<file path="src/rtl/regfile_wb_arbiter.sv">
// regfile_wb_arbiter: round-robin collector of FU results into a FIFO that drains into the regfile write port
// Optional feature macro: WB_FWD_EN, which enables lookup of buffered writes on lk_rsel1/lk_rsel2.
// Ports:
//   CLK, nRST                   clock (rising edge), asynchronous active-low reset
//   src_valid/src_ready         per-source handshake; src_ready is one-hot or zero
//   src_rd/src_data             per-source destination register and result, packed source-major
//   stall                       holds the FIFO head back from the regfile
//   WEN/wsel/wdata              regfile write port, driven from the FIFO head
//   pending                     FIFO holds at least one entry
//   lk_rsel1/2 -> lk_hit1/2, lk_data1/2   youngest buffered write per index (WB_FWD_EN only)
module regfile_wb_arbiter #(
  parameter int NUM_SRC = 3,
  parameter int DEPTH   = 4,
  parameter int DATA_W  = 32,
  parameter int ADDR_W  = 5
) (
  input  logic                      CLK,
  input  logic                      nRST,
  input  logic [NUM_SRC-1:0]        src_valid,
  output logic [NUM_SRC-1:0]        src_ready,
  input  logic [NUM_SRC*ADDR_W-1:0] src_rd,
  input  logic [NUM_SRC*DATA_W-1:0] src_data,
  input  logic                      stall,
  output logic                      WEN,
  output logic [ADDR_W-1:0]         wsel,
  output logic [DATA_W-1:0]         wdata,
  output logic                      pending,
  input  logic [ADDR_W-1:0]         lk_rsel1,
  input  logic [ADDR_W-1:0]         lk_rsel2,
  output logic                      lk_hit1,
  output logic                      lk_hit2,
  output logic [DATA_W-1:0]         lk_data1,
  output logic [DATA_W-1:0]         lk_data2
);
  localparam int PW = $clog2(DEPTH);
  localparam int SW = $clog2(NUM_SRC);
  logic [ADDR_W-1:0] r_rd_mem [DEPTH];
  logic [DATA_W-1:0] r_data_mem [DEPTH];
  logic [PW-1:0]     r_wr_ptr, r_rd_ptr;
  logic [PW:0]       r_count;
  logic [SW-1:0]     r_rr_ptr;
  logic              w_gnt_vld, w_full, w_acc, w_push, w_empty;
  logic [SW-1:0]     w_gnt;
  logic [ADDR_W-1:0] w_gnt_rd;
  logic [DATA_W-1:0] w_gnt_data;
  // Scan from rr_ptr+NUM_SRC down to rr_ptr+1 so the highest-priority valid source is assigned last.
  always_comb begin
    w_gnt_vld = 1'b0;
    w_gnt = '0;
    for (int i = NUM_SRC; i >= 1; i--)
      if (src_valid[(int'(r_rr_ptr) + i) % NUM_SRC]) begin
        w_gnt_vld = 1'b1;
        w_gnt = SW'((int'(r_rr_ptr) + i) % NUM_SRC);
      end
  end
  assign w_gnt_rd   = src_rd[int'(w_gnt)*ADDR_W +: ADDR_W];
  assign w_gnt_data = src_data[int'(w_gnt)*DATA_W +: DATA_W];
  assign w_full     = r_count == (PW+1)'(DEPTH);
  assign w_empty    = r_count == '0;
  // Ready is held low while in reset so nothing appears accepted before the FIFO exists.
  assign w_acc      = nRST && w_gnt_vld && !w_full;
  // Results for x0 are consumed but never reach the FIFO.
  assign w_push     = w_acc && (w_gnt_rd != '0);
  assign src_ready  = w_acc ? ({{(NUM_SRC-1){1'b0}}, 1'b1} << w_gnt) : '0;
  assign WEN        = !w_empty && !stall;
  assign wsel       = w_empty ? '0 : r_rd_mem[r_rd_ptr];
  assign wdata      = w_empty ? '0 : r_data_mem[r_rd_ptr];
  assign pending    = !w_empty;
  always_ff @(posedge CLK or negedge nRST) begin
    if (!nRST) begin
      for (int i = 0; i < DEPTH; i++) begin
        r_rd_mem[i]   <= '0;
        r_data_mem[i] <= '0;
      end
      r_wr_ptr <= '0;
      r_rd_ptr <= '0;
      r_count  <= '0;
      r_rr_ptr <= SW'(NUM_SRC - 1);
    end else begin
      if (w_acc) r_rr_ptr <= w_gnt;
      if (w_push) begin
        r_rd_mem[r_wr_ptr]   <= w_gnt_rd;
        r_data_mem[r_wr_ptr] <= w_gnt_data;
        r_wr_ptr             <= r_wr_ptr + 1'b1;
      end
      if (WEN) r_rd_ptr <= r_rd_ptr + 1'b1;
      r_count <= r_count + {{PW{1'b0}}, w_push} - {{PW{1'b0}}, WEN};
    end
  end
`ifdef WB_FWD_EN
  logic [PW-1:0] w_fidx;
  // Walk entries oldest to youngest so the youngest match overwrites earlier ones.
  always_comb begin
    lk_hit1 = 1'b0;
    lk_hit2 = 1'b0;
    lk_data1 = '0;
    lk_data2 = '0;
    w_fidx = '0;
    for (int i = 0; i < DEPTH; i++) begin
      w_fidx = r_rd_ptr + PW'(i);
      if ((PW+1)'(i) < r_count && lk_rsel1 != '0 && r_rd_mem[w_fidx] == lk_rsel1) begin
        lk_hit1 = 1'b1;
        lk_data1 = r_data_mem[w_fidx];
      end
      if ((PW+1)'(i) < r_count && lk_rsel2 != '0 && r_rd_mem[w_fidx] == lk_rsel2) begin
        lk_hit2 = 1'b1;
        lk_data2 = r_data_mem[w_fidx];
      end
    end
  end
`else
  logic w_unused;
  assign w_unused = ^{lk_rsel1, lk_rsel2};
  assign lk_hit1  = 1'b0;
  assign lk_hit2  = 1'b0;
  assign lk_data1 = '0;
  assign lk_data2 = '0;
`endif
endmodule

</file>
<file path="config.mk">
export PLATFORM = sky130hd
export DESIGN_NAME = regfile_wb_arbiter
export DESIGN_NICKNAME = d
export VERILOG_FILES = /design/src/rtl/regfile_wb_arbiter.sv
export SDC_FILE = /design/constraint.sdc
export NUM_CORES = 1
export LEC_CHECK = 0
export BUFFER_PORTS_ARGS = -buffer_cell sky130_fd_sc_hd__clkbuf_2
export CORE_AREA = 2 2 138 140
export DETAILED_ROUTE_END_ITERATION = 12
export DIE_AREA = 0 0 140 142
export PLACE_DENSITY = 0.76
export SLEW_MARGIN = 20
export SYNTH_ARGS = -nofsm -noshare
export SYNTH_HDL_FRONTEND = slang
export SYNTH_SLANG_ARGS = --single-unit
</file>
<file path="constraint.sdc">
create_clock -name CLK -period 4 [get_ports CLK]
set_input_delay 0.4 -clock CLK [delete_from_list [all_inputs] [get_ports CLK]]
set_output_delay 0.4 -clock CLK [all_outputs]
set_load 0.05 [all_outputs]
</file>
# Word-level counts from Yosys, hierarchy flattened
# Index checks and enable logic that the tools add are counted.
# totals
regBits,157
latchBits,0
ram_bits,0
rom_bits,0
in_bits,127
out_inout_bits,108
wordCells,75
n_memories,0
# classes
addsub,7
n_mul,1
n_div,3
magnitude_cmp,6
n_eq_ne,1
shift,3
muxes,30
bitwise_logic,2
n_reduce_logical,10
# op_table
op,n
$bwmux W128,1
$mux W32,4
$lt A32 B4 Y1 const B,3
$mod A32 B3 Y32 const B,3
$shiftx A96 B8 Y32,1
$bmux W32 S2,1
$demux W32 S2,1
$bwmux W20,1
$mux W5,4
$shiftx A15 B6 Y5,1
$bmux W5 S2,1
$demux W5 S2,1
$mux W1,9
$add A2 B2 Y3 const B,2
$bmux W1 S2,3
$ge A3 B3 Y1 const B,2
$mux W2,3
$not A2 Y3,2
$logic_and A1 B1 Y1,5
$mul A2 B3 Y5 const B,1
$reduce_bool A5 Y1,1
$add A2 B1 Y2 const B,2
$add A2 B1 Y3 const B,1
$add A3 B1 Y3,1
7 further kinds,9

# Longest topological paths before layout
# Gate-level depths: netlist of run 1.
# logic_depth
depth_word,14
depth_mapped,18
ltp_nobuf,16

# Worst setup path after synthesis of run 1
# Ideal clock, no wire load.
# synth_path
path_kind,flip-flop to flip-flop
start,register r_rr_ptr[1]
end,register r_count[2]
setup_ps,125
arrival_ps,4093
t_required_ps,3875
setup_slack_ps,-218
path_stages_with_launch,18
path_buffers,1
synth_period_minus_slack_ps,4218
path_cell_list,dfstp_2 > inv_1 > ha_1 > buf_2 > mux2_1 > mux2_2 > a311oi_4 > o21a_1 > a21oi_1 > or4_1 > o21ai_2 > ha_1 > inv_1 > ha_1 > inv_1 > fa_1 > xnor2_1 > xnor2_1
# synth_between
elab_chain_len,14
word_cells_on_any_way,29
classes_between,add/sub (5); mul (1); div (3); shift (1); mux (15); reduce/logical (4)
# synth_rtl
element,line_no,text
"start, declared",41,logic [SW-1:0] r_rr_ptr;
"start signal, assigned",78,r_rr_ptr <= SW'(NUM_SRC - 1);
"start signal, assigned",80,if (w_acc) r_rr_ptr <= w_gnt;
$add A2 B2 Y3,"51, 53",
$mod A32 B3 Y32,"51, 53",
$bmux W1 S2,51,if (src_valid[(int'(r_rr_ptr) + i) % NUM_SRC]) begin
$mux W1 (not written as such) (2 in series),51,
$mux W2 (3 in series),51,
$mul A2 B3 Y5,56,assign w_gnt_rd = src_rd[int'(w_gnt)*ADDR_W +: ADDR_W];
$shiftx A15 B6 Y5,56,
$reduce_bool A5 Y1,63,assign w_push = w_acc && (w_gnt_rd != '0);
$logic_and A1 B1 Y1 (*),63,
$add A3 B1 Y3 (*),87,"r_count <= r_count + {{PW{1'b0}}, w_push} - {{PW{1'b0}}, WEN};"
$sub A3 B1 Y3 (*),87,
"end signal, assigned",87,
"end, declared",40,logic [PW:0] r_count;
# Mark *: on every way between the ends. The rest lies on a longest branch, timed or not. The select of a mux whose other input is x is not followed.
# A chain may end at the register's enable or synchronous reset.

# Final worst setup path of run 1
# Ends and elaborated chain as after synthesis.

==> results of run 1 <==
worst reg2reg max path: cells and delay by family, from the launching register on:
family          cells  cell delay, ps
simple gates        1             570
flops               1             560
buf+inv             3             150
compound gates      4             820
mux                 2             570
fa+ha+maj           4             860
xor+xnor            2             270
synthesized netlist by cell type, types with 2 or more instances:
| master | instances |
|---|---|
| nand2_1 | 42 |
| a21oi_1 | 10 |
| o21a_1 | 4 |
| mux2_2 | 131 |
| ha_1 | 10 |
| buf_4 | 66 |
| nor3_1 | 3 |
| a22o_1 | 16 |
| clkbuf_1 | 21 |
| nor2_1 | 15 |
| nor2b_1 | 41 |
| mux2i_1 | 35 |
| inv_1 | 11 |
| buf_1 | 4 |
| buf_2 | 13 |
| dfrtp_1 | 156 |
| xnor2_1 | 4 |
| mux4_2 | 37 |
| a21o_1 | 2 |
| and2_1 | 4 |
| o21ai_0 | 54 |
logic make-up (layout without fill, tap and decap cells):
| logic type | count (synthesis) | after routing | share of synthesized area [%] |
|---|---|---|---|
| adders and majority gates | 11 | 11 | 1.680 |
| and+or+nand+nor | 109 | 109 | 6.400 |
| buffers and inverters | 115 | 231 | 8.051 |
| other | 1 | 66 | 0.04340 |
| DFF | 157 | 157 | 45.48 |
| muxes | 204 | 204 | 30.90 |
| xor gates and xnor gates | 5 | 5 | 0.5068 |
| AOI/OAI and AO/OA | 95 | 95 | 6.936 |
sequential cells by signal, indices dropped and copies added (netlist names):
name and count:
r_rd_mem 20, r_rr_ptr 2, r_wr_ptr 2, r_data_mem 128
r_rd_ptr 2, r_count 3
path summary, 6_finish.rpt:
check | start | to | slack, ps | depth (start not counted)
worst max-delay path | r_rr_ptr[1] | r_count[2] | 90 | 16
worst min-delay path | nRST | r_data_mem[46] | 390 | 2
worst max register to register | r_rr_ptr[1] | r_count[2] | 90 | 16
worst min register to register | r_rd_mem[12] | r_rd_mem[12] | 500 | 1
max in group asynchronous | nRST | r_rd_ptr[1] | 2580 | 3
min in group CLK | stall | r_rd_ptr[0] | 390 | 3
metrics by stage:
step / utilization [%] / setup TNS, ps
CTS: 55.84 / 0
floorplan: - / -54.02
finish: 56.22 / 0
global placement: 52.37 / -4.539
global route: 56.22 / -58.54
detailed placement: 52.37 / -84.35
final cells by class:
cell class,count,area (um2),area share [%]
Tap cell,234,292.8,2.822
Inverter,11,43.79,0.4220
Multi-Input combinational cell,490,4408,42.48
Sequential cell,157,3933,37.90
Clock inverter,8,106.4,1.025
Clock buffer,24,501.7,4.835
Timing Repair Buffer,188,1091,10.51
what timing repair did:
item | CTS | global route
hold buffers | 1 | 0
endpoints found under the hold margin | 17 | 0
setup endpoints to repair | 2 | 7
setup buffers | 3 | 2
pin swaps | 2 | 11
gates resized for setup | 0 | 11
routing by layer:
layer  routed length (um)  global-route usage, %
met2                 8941                  32.69
met1                 8199                  24.82
met4                  195                  5.795
met5                    0                      0
met3                  847                  4.071
placed cells by master, fill, tap and decap left out, types with 6 or more instances in the layout:
cell / Yosys / final
clkbuf_2: 0 / 157
dfrtp_1: 156 / 154
mux2_2: 131 / 130
conb_1: 1 / 66
o21ai_0: 54 / 54
nand2_1: 42 / 42
nor2b_1: 41 / 41
mux4_2: 37 / 37
mux2i_1: 35 / 35
buf_4: 66 / 23
clkbuf_16: 0 / 17
a22o_1: 16 / 16
nor2_1: 15 / 14
inv_1: 11 / 7
ha_1: 10 / 6
==> flow_metrics.py, run 1 <==
metrics = {
    "run_status": {
        "status": "complete, but fails checks",
        "violations": "DRC",
    },
    "critical_path": {
        "worstSetupPathType": "reg -> reg",
        "cp.required_ps": 4300,
        "worstPathCellList": "inv_2, ha_4, mux2_4, mux2_4, a311oi_4, o21a_1, a21oi_2, or4_4, o21ai_4, ha_4, inv_2, ha_4, inv_2, fa_2, xnor2_2, xnor2_1",
        "startpoint_type": "register",
        "worst-path-buf-inv": 3,
        "cp-end-kind": "register",
        "cp_max_fo": 6,
        "cp_slowest_cell": "or4_4",
        "path_delay_family": "adder cells",
        "cp.arrival_ps": 4220,
        "critPathMaxStageDelay_ps": 570,
    },
    "global_routing": {
        "grt_pass1_vias": 5770,
        "antenna_found_initial": 0,
        "grt_overflow": 0,
        "grt_max_degree": 81,
        "grt_pass1_wl_um": 29700,
        "grt_usage_pct": 19.15,
    },
    "route": {
        "drt_iter0_markers": 336,
        "ant_nets": 0,
        "drc": 21,
        "viasPerCell": 5.192,
        "route.final.wire_length_um": 18180,
        "wire_per_inst_um": 16.35,
        "firstDrtPassIters": 10,
        "via_count": 5773,
    },
    "yosys": {
        "synth_area_leaders": "dfrtp_1 (45%), mux2_2 (17%), mux4_2 (9.6%)",
        "ys_types": 39,
        "ys_seq_area_share_pct": 45.48,
        "syn_inst": 697,
        "yosysTopAreaCell": "dfrtp_1",
        "yosys_warnings": 0,
        "synth-main-ff-cell": "dfrtp_1",
        "synthesis.area_um2": 8641,
        "synth.avg_cell_area_um2": 12.40,
        "synth.top_cell.area_share_pct": 45.18,
        "ys_seq_elements": 157,
        "synthArstFlopShare_pct": 100.0,
        "synth_edf_count": 0,
    },
    "sta": {
        "final_hold_viol_count": 0,
        "max-slew-margin-rel_pct": 30.18,
        "fin_hold_ws_ps": 386.1,
        "setup_viol": 0,
        "worst_pin_slew_ps": 1047,
        "skew_ps": 6.451,
        "rsz0062_at_grt": "yes",
        "fin_crit_sh_pct": 97.84,
        "final.min_clock_period_ps": 3914,
        "drv_slew": 0,
        "final.setup.worst_slack_ps": 86.33,
        "max_freq_ghz": 0.2555,
    },
    "clock_network": {
        "clockRootBuffer": "clkbuf_16",
        "cts_htree_levels": 4,
        "cts.sinks": 157,
        "clk_latency_ps": 420,
        "cts.clk_slew.worst_paths_ps": 60,
        "cts_inserted_buffers": 17,
        "cts_tree": "done",
        "cts_buffer_depth": 2,
    },
    "floorplan": {
        "dieWidth_um": 140,
        "coreArea_um2": 18460,
        "dieArea_um2": 19880,
        "die_h_um": 142,
        "num_io_pins": 235,
        "initial_core_util_pct": 46.82,
        "rows": 50,
    },
    "finish": {
        "drive_gt1_share_pct": 47.15,
        "fill_cells": 1505,
        "synthToLayoutAreaGrowth_pct": 20.08,
        "fin_cells": 1112,
        "finalInstanceArea_um2": 10380,
        "nNetsFinal": 1003,
        "antennaDiodeCount": 0,
    },
    "placement": {
        "place_area_um2": 9666,
        "dp_cells": 1074,
        "place_hpwl_um": 12060,
        "port_buffers": 158,
        "post-place-ws_ps": -84.35,
        "gp_congestion": 0.8151,
    },
    "flow_run": {
        "drv_cap": 0,
    },
    "worst_hold_path": {
        "min_path_type": "in -> async",
    },
}
Power of run 1 is not shown: default switching activity piles up to over one toggle a cycle in this logic, so the estimate is an artifact.
==> run 2: changes to the inputs <==
CORE_AREA = 2 2 150 152   (was 2 2 138 140)
DIE_AREA = 0 0 152 154   (was 0 0 140 142)
PLACE_DENSITY = 0.66   (was 0.76)
REMOVE_ABC_BUFFERS = 1   (was default)
==> run 2 against run 1 <==
Net effect:
- the flow now finishes without violations
- critical path depth grew 1
- via count rose by 0.95%
- cell count increased by 4.6%
- register-to-register slack worse by 40 ps
- count of clock-buffer cells in the layout is 7 lower
- critical endpoint unchanged
- maximum frequency shrank 0.97%
- wire length rose by 2.6%
- clock skew is 5.8 ps higher
- hold slack got worse by 30 ps
- largest cell class unchanged
==> flow_metrics.py, run 2 (synthesis results as in run 1) <==
metrics = {
    "route": {
        "wire_per_inst_um": 16.04,
        "drt_iter0_markers": 271,
        "drc": 0,
        "route.final.wire_length_um": 18650,
        "viasPerCell": 5.011,
        "ant_nets": 0,
        "firstDrtPassIters": 4,
        "via_count": 5828,
    },
    "clock_network": {
        "cts_inserted_buffers": 17,
        "cts.sinks": 157,
        "cts_tree": "done",
        "clk_latency_ps": 420,
        "cts_htree_levels": 4,
        "clockRootBuffer": "clkbuf_16",
        "cts_buffer_depth": 2,
        "cts.clk_slew.worst_paths_ps": 70,
    },
    "sta": {
        "max-slew-margin-rel_pct": 27.46,
        "drv_slew": 0,
        "max_freq_ghz": 0.2530,
        "rsz0062_at_grt": "yes",
        "setup_viol": 0,
        "fin_crit_sh_pct": 98.80,
        "final.min_clock_period_ps": 3952,
        "fin_tns_setup_ps": 0,
        "final_hold_viol_count": 0,
        "skew_ps": 12.24,
        "worst_pin_slew_ps": 1088,
    },
    "finish": {
        "antennaDiodeCount": 0,
        "layout_commonest_cell": "clkbuf_2",
        "largest_reg_flops": 128,
        "nNetsFinal": 1008,
        "largestRegisters": "r_data_mem x128, r_rd_mem x20, r_count x3",
        "drive_gt1_share_pct": 47.45,
        "regMostFlops": "r_data_mem",
        "mostFrequentLayoutCells": "clkbuf_2 (157), dfrtp_1 (154), mux2_2 (130)",
        "utilization_pct": 48.28,
        "synthToLayoutAreaGrowth_pct": 21.17,
    },
    "global_routing": {
        "top_usage_layer": "met2",
        "grt_pass1_wl_um": 30530,
        "met1_usage_pct": 21.49,
        "use_met2_pct": 27.78,
        "grt_overflow": 0,
        "grt_max_degree": 75,
        "antenna_found_initial": 0,
        "grt_pass1_vias": 5805,
        "grt_usage_pct": 16.42,
        "grt_use_met3_pct": 3.579,
    },
    "critical_path": {
        "startpoint_type": "register",
        "cp.required_ps": 4310,
        "cp-end-kind": "register",
        "path_delay_family": "adder cells",
        "critPathMaxStageDelay_ps": 550,
        "worstSetupPathType": "reg -> reg",
        "cp_slowest_cell": "dfstp_2",
        "worstPathCellList": "inv_2, ha_4, mux2_4, mux2_4, a311oi_4, buf_4, o21a_1, a21oi_2, or4_4, o21ai_4, ha_4, inv_2, ha_4, inv_2, fa_2, xnor2_2, xnor2_1",
        "worst-path-buf-inv": 4,
        "cp.arrival_ps": 4260,
        "cp_max_fo": 5,
    },
    "floorplan": {
        "dieArea_um2": 23410,
        "num_io_pins": 235,
        "initial_core_util_pct": 39.84,
        "die_h_um": 154,
        "dieWidth_um": 152,
        "coreArea_um2": 21690,
        "rows": 54,
    },
    "placement": {
        "gp_congestion": 0.7520,
        "place_hpwl_um": 12510,
        "port_buffers": 158,
    },
    "flow_run": {
        "drv_cap": 0,
    },
    "worst_hold_path": {
        "min_path_type": "in -> reg",
    },
    "run_status": {
        "status": "complete, no violations",
    },
}
run 2: timing repair:
action / 4_1_cts / 5_1_grt
hold endpoints to repair: 16 / 0
hold buffers: 1 / 0
setup endpoints to repair: 1 / 2
pin swaps: 1 / 9
buffers inserted: 0 / 3
resized for setup: 1 / 19
run 2: per-layer routing:
layer  wire [um]  up-vias
met3         699       19
met4         246        0
met2        9022      165
li1            -     2711
met1        8685     2933
met5           0        -
run 2: area by class of cell:
class,count,area [um2]
flip-flops and latches,157,3933
inverters,11,41.29
well taps,280,350.3
fillers,1935,11220
multi-input cells,490,4399
clock buffers,17,425.4
repair buffers,193,1112
clock inverters,15,209.0
run 2: tightest hold or removal path, delay by kind of cell:
kind | cells | cell delay, ps
XOR/XNOR | 1 | 150
AND/OR/NAND/NOR | 1 | 110
buffers and inverters | 1 | 70
run 2: stage by stage:
stage	hold slack, ps	setup WS (ps)	area, um2	instances
6_report	356.4	47.91	10470	1163
5_1_grt	370.6	-95.72	10470	1163
4_1_cts	328.3	10.25	10370	1160
3_5_place_dp	250.0	-73.13	9721	1127
3_3_place_gp	249.2	-18.52	9721	1127
2_1_floorplan	104.4	-2340	8230	658
run 2: path summary, 6_finish.rpt:
| path | startpoint | endpoint | slack (ps) | cells past startpoint |
|---|---|---|---|---|
| worst max register to register | r_rr_ptr[1] | r_count[2] | 50 | 17 |
| min in group asynchronous | nRST | r_data_mem[72] | 380 | 2 |
| max in group asynchronous | nRST | r_data_mem[126] | 2450 | 3 |
| worst min-delay path | stall | r_rd_ptr[0] | 360 | 3 |
| worst min register to register | r_data_mem[63] | r_data_mem[63] | 500 | 1 |
| worst max-delay path | r_rr_ptr[1] | r_count[2] | 50 | 17 |
Power of run 2 is left out for the same reason.
==> run 3: changes to the inputs <==
PLACE_DENSITY = 0.72   (was 0.66)
==> run 3 against run 2 <==
Net effect:
- final area down 0.43%
- sequential share of layout area up 0.16 points
- maximum frequency up 0.38%
- clock skew down 7.0 ps
- via count about the same
- die area unchanged
- critical path depth down 1
- highest routed layer unchanged
- wire length up 1.3%
==> flow_metrics.py, run 3 (synthesis results as in run 1) <==
metrics = {
    "run_status": {
        "status": "complete, no violations",
    },
    "global_routing": {
        "grt_pass1_vias": 5966,
        "grt_overflow": 0,
        "grt_pass1_wl_um": 30640,
        "grt_usage_pct": 16.45,
        "grt_max_degree": 74,
        "antenna_found_initial": 0,
    },
    "worst_hold_path": {
        "min_path_type": "in -> reg",
        "whs_path_depth": 3,
    },
    "floorplan": {
        "initial_core_util_pct": 39.84,
        "die_h_um": 154,
        "dieArea_um2": 23410,
        "coreArea_um2": 21690,
        "rows": 54,
        "num_io_pins": 235,
        "dieWidth_um": 152,
    },
    "clock_network": {
        "clockRootBuffer": "clkbuf_16",
        "cts_inserted_buffers": 17,
        "cts.clk_slew.worst_paths_ps": 60,
        "cts_tree": "done",
        "cts_buffer_depth": 2,
        "cts.sinks": 157,
        "cts_htree_levels": 4,
        "clk_latency_ps": 410,
    },
    "sta": {
        "fin_crit_sh_pct": 98.43,
        "setup_viol": 0,
        "fin_hold_ws_ps": 372.8,
        "max-slew-margin-rel_pct": 28.38,
        "final.min_clock_period_ps": 3937,
        "final.setup.worst_slack_ps": 62.70,
        "rsz0062_at_grt": "yes",
        "drv_slew": 0,
        "worst_pin_slew_ps": 1074,
        "max_freq_ghz": 0.2540,
        "skew_ps": 5.272,
        "final_hold_viol_count": 0,
    },
    "critical_path": {
        "cp.arrival_ps": 4240,
        "startpoint_type": "register",
        "crit_end": "r_count[2]",
        "r2r-start": "r_rr_ptr[1]",
        "r2r_setup_slack_ps": 60,
        "cp_max_fo": 6,
        "setup.worst_path.start": "r_rr_ptr[1]",
        "worstSetupPathType": "reg -> reg",
        "cp.required_ps": 4300,
        "rr_worst_depth": 16,
        "r2r-end": "r_count[2]",
        "cp-end-kind": "register",
    },
    "placement": {
        "gp_congestion": 0.8180,
        "port_buffers": 158,
        "place_hpwl_um": 12860,
        "post-place-ws_ps": -78.02,
    },
    "finish": {
        "regMostFlops": "r_data_mem",
        "synthToLayoutAreaGrowth_pct": 20.65,
        "largest_reg_flops": 128,
        "largestRegisters": "r_data_mem x128, r_rd_mem x20, r_count x3",
        "drive_gt1_share_pct": 47.33,
        "layout_commonest_cell": "clkbuf_2",
        "nNetsFinal": 1010,
        "utilization_pct": 48.07,
        "antennaDiodeCount": 0,
        "mostFrequentLayoutCells": "clkbuf_2 (157), dfrtp_1 (154), mux2_2 (130)",
    },
    "route": {
        "via_count": 5831,
        "firstDrtPassIters": 4,
        "drc": 0,
        "wire_per_inst_um": 16.28,
        "drt_iter0_markers": 211,
        "ant_nets": 0,
        "viasPerCell": 5.022,
        "route.final.wire_length_um": 18900,
    },
    "flow_run": {
        "drv_cap": 0,
    },
}
run 3: cell count changes in the layout (fill, tap and decap cells not counted), sizes merged:
| cell | before | now |
|---|---|---|
| clkinvlp | 2 | 1 |
| clkbuf | 174 | 177 |
| inv | 17 | 11 |
| buf | 35 | 37 |
run 3: critical path, cell delays in order, from the launching register on:
cell      delay [ps]
dfstp_2          530
inv_2             50
ha_4             160
mux2_4           300
mux2_4           290
a311oi_4         400
o21a_1           170
a21oi_2           60
or4_4            570
o21ai_4          210
ha_4             230
inv_2             60
ha_4             120
inv_2             30
fa_2             370
xnor2_2          150
xnor2_1          120
run 3: worst min-delay path by stage:
stage	start	end	slack (ps)
floorplan	nRST	r_count[0]	100
global placement	nRST	r_data_mem[124]	250
detailed placement	nRST	r_data_mem[28]	240
CTS	stall	r_rd_ptr[0]	330
global route	stall	r_rd_ptr[0]	390
finish	stall	r_rd_ptr[0]	370
run 3: final cells by class:
type,instances,area [um2]
Fill cell,1959,11260
Multi-Input combinational cell,490,4412
Sequential cell,157,3933
Timing Repair Buffer,195,1090
Clock buffer,20,456.7
Tap cell,280,350.3
Clock inverter,8,142.6
Inverter,11,41.29
run 3: through the flow:
stage / cells / area (um2) / setup TNS (ps)
after floorplan: 658 / 8230 / -315840
after global placement: 1124 / 9661 / -30.51
after detailed placement: 1124 / 9661 / -78.02
after CTS: 1153 / 10270 / 0
after global routing: 1161 / 10430 / -83.93
final: 1161 / 10430 / 0
run 3: layer usage:
layer  wire [um]  track usage, %  vias up
li1            -               -     2701
met1        8304           20.54     2909
met2        9492           28.76      190
met3         695           3.100       31
met4         405           5.563        0
met5           0               0        -
run 3: repair_timing:
| item | in CTS | in global routing |
|---|---|---|
| setup endpoints to repair | 1 | 3 |
| gates resized for setup | 1 | 21 |
| setup buffers | 0 | 8 |
| pin swaps | 2 | 12 |
| hold endpoints to repair | 16 | 0 |
| hold buffers | 1 | 0 |
Power of run 3 is left out for the same reason.
